File: src/rtl/bcd_display_scanner.sv
// bcd_display_scanner
//   Four-digit multiplexed seven-segment driver for a common-anode display.
//   It latches five BCD digits and a sign flag. From those it derives
//   leading-zero blanking, the placement of a minus sign, and overflow.
//   It then scans one digit position per refresh slot.
//
// Ports
//   clk     system clock, rising edge
//   rst     asynchronous active-high reset
//   load    single-cycle strobe capturing bcd_* and neg
//   bcd_u .. bcd_tt   units .. ten-thousands digits
//   neg     value is negative
//   an      anode enables, active-low, an[0] = rightmost position
//   seg     segments {g,f,e,d,c,b,a}, active-low
//   dp      decimal point, active-low, always off
//   ovf     latched value does not fit in four positions
module bcd_display_scanner #(
  parameter int REFRESH_DIV = 100000
) (
  input  logic       clk,
  input  logic       rst,
  input  logic       load,
  input  logic [3:0] bcd_u,
  input  logic [3:0] bcd_t,
  input  logic [3:0] bcd_h,
  input  logic [3:0] bcd_th,
  input  logic [3:0] bcd_tt,
  input  logic       neg,
  output logic [3:0] an,
  output logic [6:0] seg,
  output logic       dp,
  output logic       ovf
);

  localparam int CW = $clog2(REFRESH_DIV);
  localparam logic [CW-1:0] CNT_MAX = CW'(REFRESH_DIV - 1);

  localparam logic [6:0] SEG_DASH  = 7'h3F;
  localparam logic [6:0] SEG_BLANK = 7'h7F;

  logic [CW-1:0] cnt_r;
  logic [1:0]    idx_r;
  logic [3:0]    u_r, t_r, h_r, th_r, tt_r;
  logic          neg_r;

  logic          tick_s;
  logic [1:0]    next_idx_s;
  logic [3:0]    digit_s;
  logic          blank_s;
  logic          sign_s;
  logic [6:0]    seg_next_s;

  // Active-low segment code for one digit; codes 10..15 show blank.
  function automatic logic [6:0] seg_code(input logic [3:0] d);
    logic [6:0] s;
    case (d)
      4'd0:    s = 7'h40;
      4'd1:    s = 7'h79;
      4'd2:    s = 7'h24;
      4'd3:    s = 7'h30;
      4'd4:    s = 7'h19;
      4'd5:    s = 7'h12;
      4'd6:    s = 7'h02;
      4'd7:    s = 7'h78;
      4'd8:    s = 7'h00;
      4'd9:    s = 7'h10;
      default: s = SEG_BLANK;
    endcase
    return s;
  endfunction

  // Overflow: a fifth digit, or a minus sign that would need a fifth position.
  function automatic logic calc_ovf(input logic [3:0] tt, input logic [3:0] th,
                                    input logic [3:0] h,  input logic [3:0] t,
                                    input logic [3:0] u,  input logic       ng);
    logic nz;
    nz = (tt != 4'd0) || (th != 4'd0) || (h != 4'd0) || (t != 4'd0) || (u != 4'd0);
    return (tt != 4'd0) || (ng && nz && (th != 4'd0));
  endfunction

  assign tick_s     = (cnt_r == CNT_MAX);
  assign next_idx_s = idx_r + 2'd1;

  // Pattern for the position the next tick selects, from the current latched values.
  // The sign sits at Pk when P(k-1) is the highest nonzero position.
  // This implies that Pk itself would otherwise be blank.
  always_comb begin
    digit_s = u_r;
    blank_s = 1'b0;
    sign_s  = 1'b0;
    case (next_idx_s)
      2'd0: begin
        digit_s = u_r;
        blank_s = 1'b0;
        sign_s  = 1'b0;
      end
      2'd1: begin
        digit_s = t_r;
        blank_s = (th_r == 4'd0) && (h_r == 4'd0) && (t_r == 4'd0);
        sign_s  = neg_r && blank_s && (u_r != 4'd0);
      end
      2'd2: begin
        digit_s = h_r;
        blank_s = (th_r == 4'd0) && (h_r == 4'd0);
        sign_s  = neg_r && blank_s && (t_r != 4'd0);
      end
      2'd3: begin
        digit_s = th_r;
        blank_s = (th_r == 4'd0);
        sign_s  = neg_r && blank_s && (h_r != 4'd0);
      end
      default: begin
        digit_s = u_r;
        blank_s = 1'b1;
        sign_s  = 1'b0;
      end
    endcase
    seg_next_s = ovf ? SEG_DASH :
                 sign_s ? SEG_DASH :
                 blank_s ? SEG_BLANK : seg_code(digit_s);
  end

  // Refresh counter, digit index and the registered anode/segment outputs.
  always_ff @(posedge clk or posedge rst) begin
    if (rst) begin
      cnt_r <= '0;
      idx_r <= 2'd3;
      an    <= 4'b1111;
      seg   <= SEG_BLANK;
      dp    <= 1'b1;
    end else begin
      dp <= 1'b1;
      if (tick_s) begin
        cnt_r <= '0;
        idx_r <= next_idx_s;
        an    <= ~(4'b0001 << next_idx_s);
        seg   <= seg_next_s;
      end else begin
        cnt_r <= cnt_r + CW'(1);
      end
    end
  end

  // Digit/sign latch; ovf is derived from the incoming values on the same edge.
  always_ff @(posedge clk or posedge rst) begin
    if (rst) begin
      u_r   <= 4'd0;
      t_r   <= 4'd0;
      h_r   <= 4'd0;
      th_r  <= 4'd0;
      tt_r  <= 4'd0;
      neg_r <= 1'b0;
      ovf   <= 1'b0;
    end else if (load) begin
      u_r   <= bcd_u;
      t_r   <= bcd_t;
      h_r   <= bcd_h;
      th_r  <= bcd_th;
      tt_r  <= bcd_tt;
      neg_r <= neg;
      ovf   <= calc_ovf(bcd_tt, bcd_th, bcd_h, bcd_t, bcd_u, neg);
    end
  end

endmodule

File: config.mk
export PLATFORM = sky130hd
export DESIGN_NAME = bcd_display_scanner
export DESIGN_NICKNAME = d
export VERILOG_FILES = /design/src/rtl/bcd_display_scanner.sv
export SDC_FILE = /design/constraint.sdc
export NUM_CORES = 1
export LEC_CHECK = 0
export CAP_MARGIN = 0
export CORE_MARGIN = 4
export CORE_UTILIZATION = 55
export CTS_BUF_LIST = sky130_fd_sc_hd__clkbuf_8
export CTS_CLUSTER_SIZE = 12
export DETAILED_ROUTE_END_ITERATION = 6
export PLACE_DENSITY = 0.81
export SLEW_MARGIN = 20
export SYNTH_ARGS = -nofsm -noshare
export SYNTH_HDL_FRONTEND = slang
export SYNTH_SLANG_ARGS = --single-unit
export TNS_END_PERCENT = 20
File: constraint.sdc
create_clock -name clk -period 5.4 [get_ports clk]
set_clock_uncertainty 0.15 [all_clocks]
set_input_delay 0.81 -clock clk [delete_from_list [all_inputs] [get_ports clk]]
set_output_delay 0.81 -clock clk [all_outputs]
set_load 0.005 [all_outputs]
# Yosys cells after proc, flatten, opt, wreduce, memory -nomap -nowiden
# Memories as Yosys holds them, arrays and structs flattened.
# Cells that the tools add are included.
# Widths: inputs -> output; s select.
# op_classes
add_sub_neg	2
multipliers	0
n_div	0
order_cmp	0
n_eq_ne	4
n_shift	1
mux	7
n_bitwise	1
n_reduce_logical	27
# ops
operator	n
$reduce_bool 4->1	8
$mux 7	3
$add 17x1->17 const B	1
$eq 17x17->1 const B	1
$mux 17	1
$pmux 4 s4	1
$logic_not 4->1	3
$logic_and 1x1->1	10
$pmux 1 s4	2
$logic_or 1x1->1	5
$eq 2x2->1 const B	2
$not 4->4	1
$shl 1x2->4 const A	1
$add 2x1->2 const B	1
$eq 2x1->1 const B	1
$logic_not 2->1	1
# word_totals
ff_bits	48
latch_bits	0
ramBits	0
romBits	112
elab_cells	53
mem_count	1
# memory_table
memory	depth	word_bits	rd	rd_clocked_by_memory_dff	write_ports	line	source
(name not given)	16	7	1	0	0	56	case (d)

# Logic depth before layout (Yosys ltp)
# depth
ltp_word	8
depth_mapped	11
mapped_depth_nobuf	10

# Worst setup path after synthesis
# Ideal clock, no wire load.
# synth_timing
kind	register to register
from	register idx_r[0]
to	register seg[4]
setup_ns	0.083
arrival_time_ns	2.144
setup_slack_ns	3.023
stages_incl_launch_ff	9
n_path_buf	1
cell_sequence	dfstp_2 inv_1 ha_1 clkbuf_1 a222oi_1 mux2i_1 mux2i_1 o21a_1 o32a_1
# synth_between
elab_chain_len	7
elab_cells_between_ends	12
cone_classes	add/sub: 1; eq/ne: 3; mux: 6; reduce/logical: 1; memory: 1
# synth_lines
item	line	source
start: declaration	42	logic [1:0] idx_r;
start signal: assignment	135	idx_r <= next_idx_s;
$add 2x1->2 (*)	82	assign next_idx_s = idx_r + 2'd1;
net next_idx_s[0]	47	logic [1:0] next_idx_s;
$eq 2x2->1 (tied with other cells)	91	case (next_idx_s)
$pmux 4 s4	91	
$mem_v2 16x7	n/a	
$mux 7	120	blank_s ? SEG_BLANK : seg_code(digit_s);
$mux 7 (*)	119	sign_s ? SEG_DASH :
$mux 7 (*)	118	seg_next_s = ovf ? SEG_DASH :
end signal: assignment	137	seg <= seg_next_s;
end: declaration	30	output logic [6:0] seg,
# Mark *: on every way through the listed nets, which the timed path passes. The rest lies on a longest branch.
# A chain may end at the register's enable or synchronous reset.

# Worst setup path after layout
# Ends and elaborated chain as after synthesis.

==> flow_metrics.env <==
export IMPL_crit_required_ns=5.49
export IMPL_syn_nets=252
export IMPL_synth_area_leaders="dfrtp_1 37%, dfstp_2 14%, mux2_2 7.5%"
export IMPL_path_clk_slew_ns=0.09
export IMPL_avgViaCountPerCell=5.823
export IMPL_ios=37
export IMPL_drv_cap=0
export IMPL_hold_path_class="reg2reg"
export IMPL_fin_total_pwr_mw=0.6852
export IMPL_row_count=23
export IMPL_cts_buffer_depth=2
export IMPL_ys_flop_type="dfrtp_1"
export IMPL_holdWs_ns=0.3344
export IMPL_grt_max_degree=49
export IMPL_hpwlAfterDp_um=3438
export IMPL_rsz0062_at_grt="no"
export IMPL_cts_made_buffers=5
export IMPL_drv_slew=0
export IMPL_fin_tns_setup_ns=0
export IMPL_ys_ff_latch=48
export IMPL_synth_edff_count=0
export IMPL_cp_end_kind="register"
export IMPL_first_pass_iters=4
export IMPL_p_leak_nw=1.170
export IMPL_antenna_found_initial=0
export IMPL_grt_first_pass_wirelength_um=8093
export IMPL_peakVddDrop_uv=178.0
export IMPL_yosysTopAreaCell="dfrtp_1"
export IMPL_worst_pin_slew_ns=1.029
export IMPL_die_area_um2=5458
export IMPL_top_usage_layer="met2"
export IMPL_synth_seq_area_share_pct=51.00
export IMPL_status="completed"
export IMPL_ant_nets=0
export IMPL_synth_top_area_share_pct=36.69
export IMPL_dieHeight_um=73.88
export IMPL_drc=0
export IMPL_final_cells=305
export IMPL_vias=1776
export IMPL_initial_utilization_pct=58.42
export IMPL_power_density_nw_per_um2=239.0
export IMPL_post_cts_buffers=0
export IMPL_placed_area_um2=2769
export IMPL_grtUsageTotal_pct=19.44
export IMPL_grt_met3_usage_pct=4.514
export IMPL_synthDistinctLibCells=45
export IMPL_die_x_um=73.88
export IMPL_crit_path_max_fanout=7
export IMPL_fin_crit_ns=2.800
export IMPL_setup_violations=0
export IMPL_reg2reg_slack_ns=2.60
export IMPL_root_buffer="clkbuf_8"
export IMPL_met2_usage_pct=31.00
export IMPL_period_share_pct=51.85
export IMPL_dpl_worst_slack_ns=2.654
export IMPL_clock_sinks=48
export IMPL_finalInstanceArea_um2=2867
export IMPL_max_slew_margin_pct=30.88
export IMPL_area_growth_pct=20.07
export IMPL_crit_arrival_ns=2.89
export IMPL_gp_congestion=0.8139
export IMPL_async_reset_ff_share_pct=100.0
export IMPL_portBuffers=35
export IMPL_core_area_um2=4086
export IMPL_wl_per_cell_um=15.27
export IMPL_cts_hold_buffers=0
export IMPL_hold_viol=0
export IMPL_critical_path_class="reg2reg"
export IMPL_utilization_pct=70.15
export IMPL_layout_drive_gt1_share_pct=16.47
export IMPL_syn_avg_cell_area_um2=10.90
export IMPL_post_cts_resized=0
export IMPL_max_freq_ghz=0.3572
export IMPL_dp_cells=297
export IMPL_nets=287
export IMPL_htree_num_levels=2
export IMPL_syn_inst=219
export IMPL_overflow=0
export IMPL_setup_ws_ns=2.600
export IMPL_routed_wl_um=4657
export IMPL_antenna_cells=0
export IMPL_insertion_delay_ns=0.31
export IMPL_cts_tree="yes"
export IMPL_drt_initial_drc_count=119
export IMPL_syn_cell_area_um2=2387
export IMPL_grt_pass1_vias=1758
export IMPL_yosys_warnings=0
export IMPL_cp_start_kind="register"
export IMPL_grt_met1_usage_pct=25.13
[worst paths after layout]
check	cells after the start	endpoint	startpoint
worst min-delay path	2	an[1]	an[1]
max in group asynchronous	2	neg_r	rst
worst max-delay path	7	seg[4]	idx_r[0]
worst max register to register	7	seg[4]	idx_r[0]
min in group asynchronous	2	cnt_r[15]	rst
worst min register to register	2	an[1]	an[1]
[registers in the layout, summed over array words and instances, names as in the netlist, 2 cells and up]
signal,cells
t_r,4
h_r,4
u_r,4
an,4
cnt_r,17
th_r,4
idx_r,2
seg,7
[kinds of logic after synthesis]
group                      synth area share, %
xor gates and xnor gates                 5.870
other                                   0.1571
buffers and inverters                    2.883
AOI/OAI and AO/OA                        10.48
and+or+nand+nor                          16.09
muxes                                    8.805
DFF                                      51.00
adders and majority gates                4.717
[worst max-delay path, stage by stage, from the launching register on]
cell,delay (ns)
dfstp_2,0.58
inv_1,0.09
ha_1,0.31
a222oi_1,0.55
mux2i_1,0.35
mux2i_1,0.20
o21a_1,0.20
o32a_1,0.32
[power by group]
group          total (mW)  internal, mW  switching, mW
Sequential          0.384         0.373         0.0114
Combinational      0.0728        0.0392         0.0335
Clock               0.228         0.105          0.124
[cells in the final DEF, fill, tap and decap left out, types with 2 or more instances in the layout]
cell type and instances:
a211oi_1 2, a21oi_1 7, a222oi_1 2, a22oi_1 2, and2_1 2, and3_1 2, clkbuf_8 6, clkdlybuf4s50_1 35
clkinv_2 2, dfrtp_1 35, dfstp_2 13, ha_1 9, inv_1 9, mux2_2 16, mux2i_1 3, nand2_1 23
nand3_1 9, nand4_1 2, nor2_1 16, nor2b_1 3, nor3_1 2, nor4_1 4, o21ai_0 9, o22a_1 5
o41ai_1 2, xnor2_1 8, xor2_1 8
[layer usage]
| metal | up-vias | share of wire, % |
|---|---|---|
| met4 | 0 | 1.4 |
| li1 | 849 | - |
| met2 | 54 | 46 |
| met5 | - | 0 |
| met3 | 6 | 6.2 |
| met1 | 867 | 46 |
[cell usage after synthesis, types with 2 or more instances]
master and count:
o21ai_0 9, nor4_1 4, mux2_2 16, xor2_1 8, nor3_1 2, a22oi_1 2, mux2i_1 3, and2_1 2
ha_1 9, nand4_1 2, nor2b_1 3, a21oi_1 7, a222oi_1 2, xnor2_1 8, inv_1 10, nand2_1 23
clkbuf_1 5, a211oi_1 2, nor2_1 16, dfrtp_1 35, o41ai_1 2, dfstp_2 13, and3_1 2, nand3_1 9
o22a_1 5
[area by class of cell]
| cell class | instances | area [um2] |
|---|---|---|
| Clock buffer | 6 | 82.58 |
| Fill cell | 327 | 1220 |
| Clock inverter | 2 | 13.76 |
| Multi-Input combinational cell | 154 | 1101 |
| Timing Repair Buffer | 35 | 350.3 |
| Inverter | 10 | 38.79 |
| Tap cell | 50 | 62.56 |
| Sequential cell | 48 | 1217 |
(Power assumes the default switching activity.)
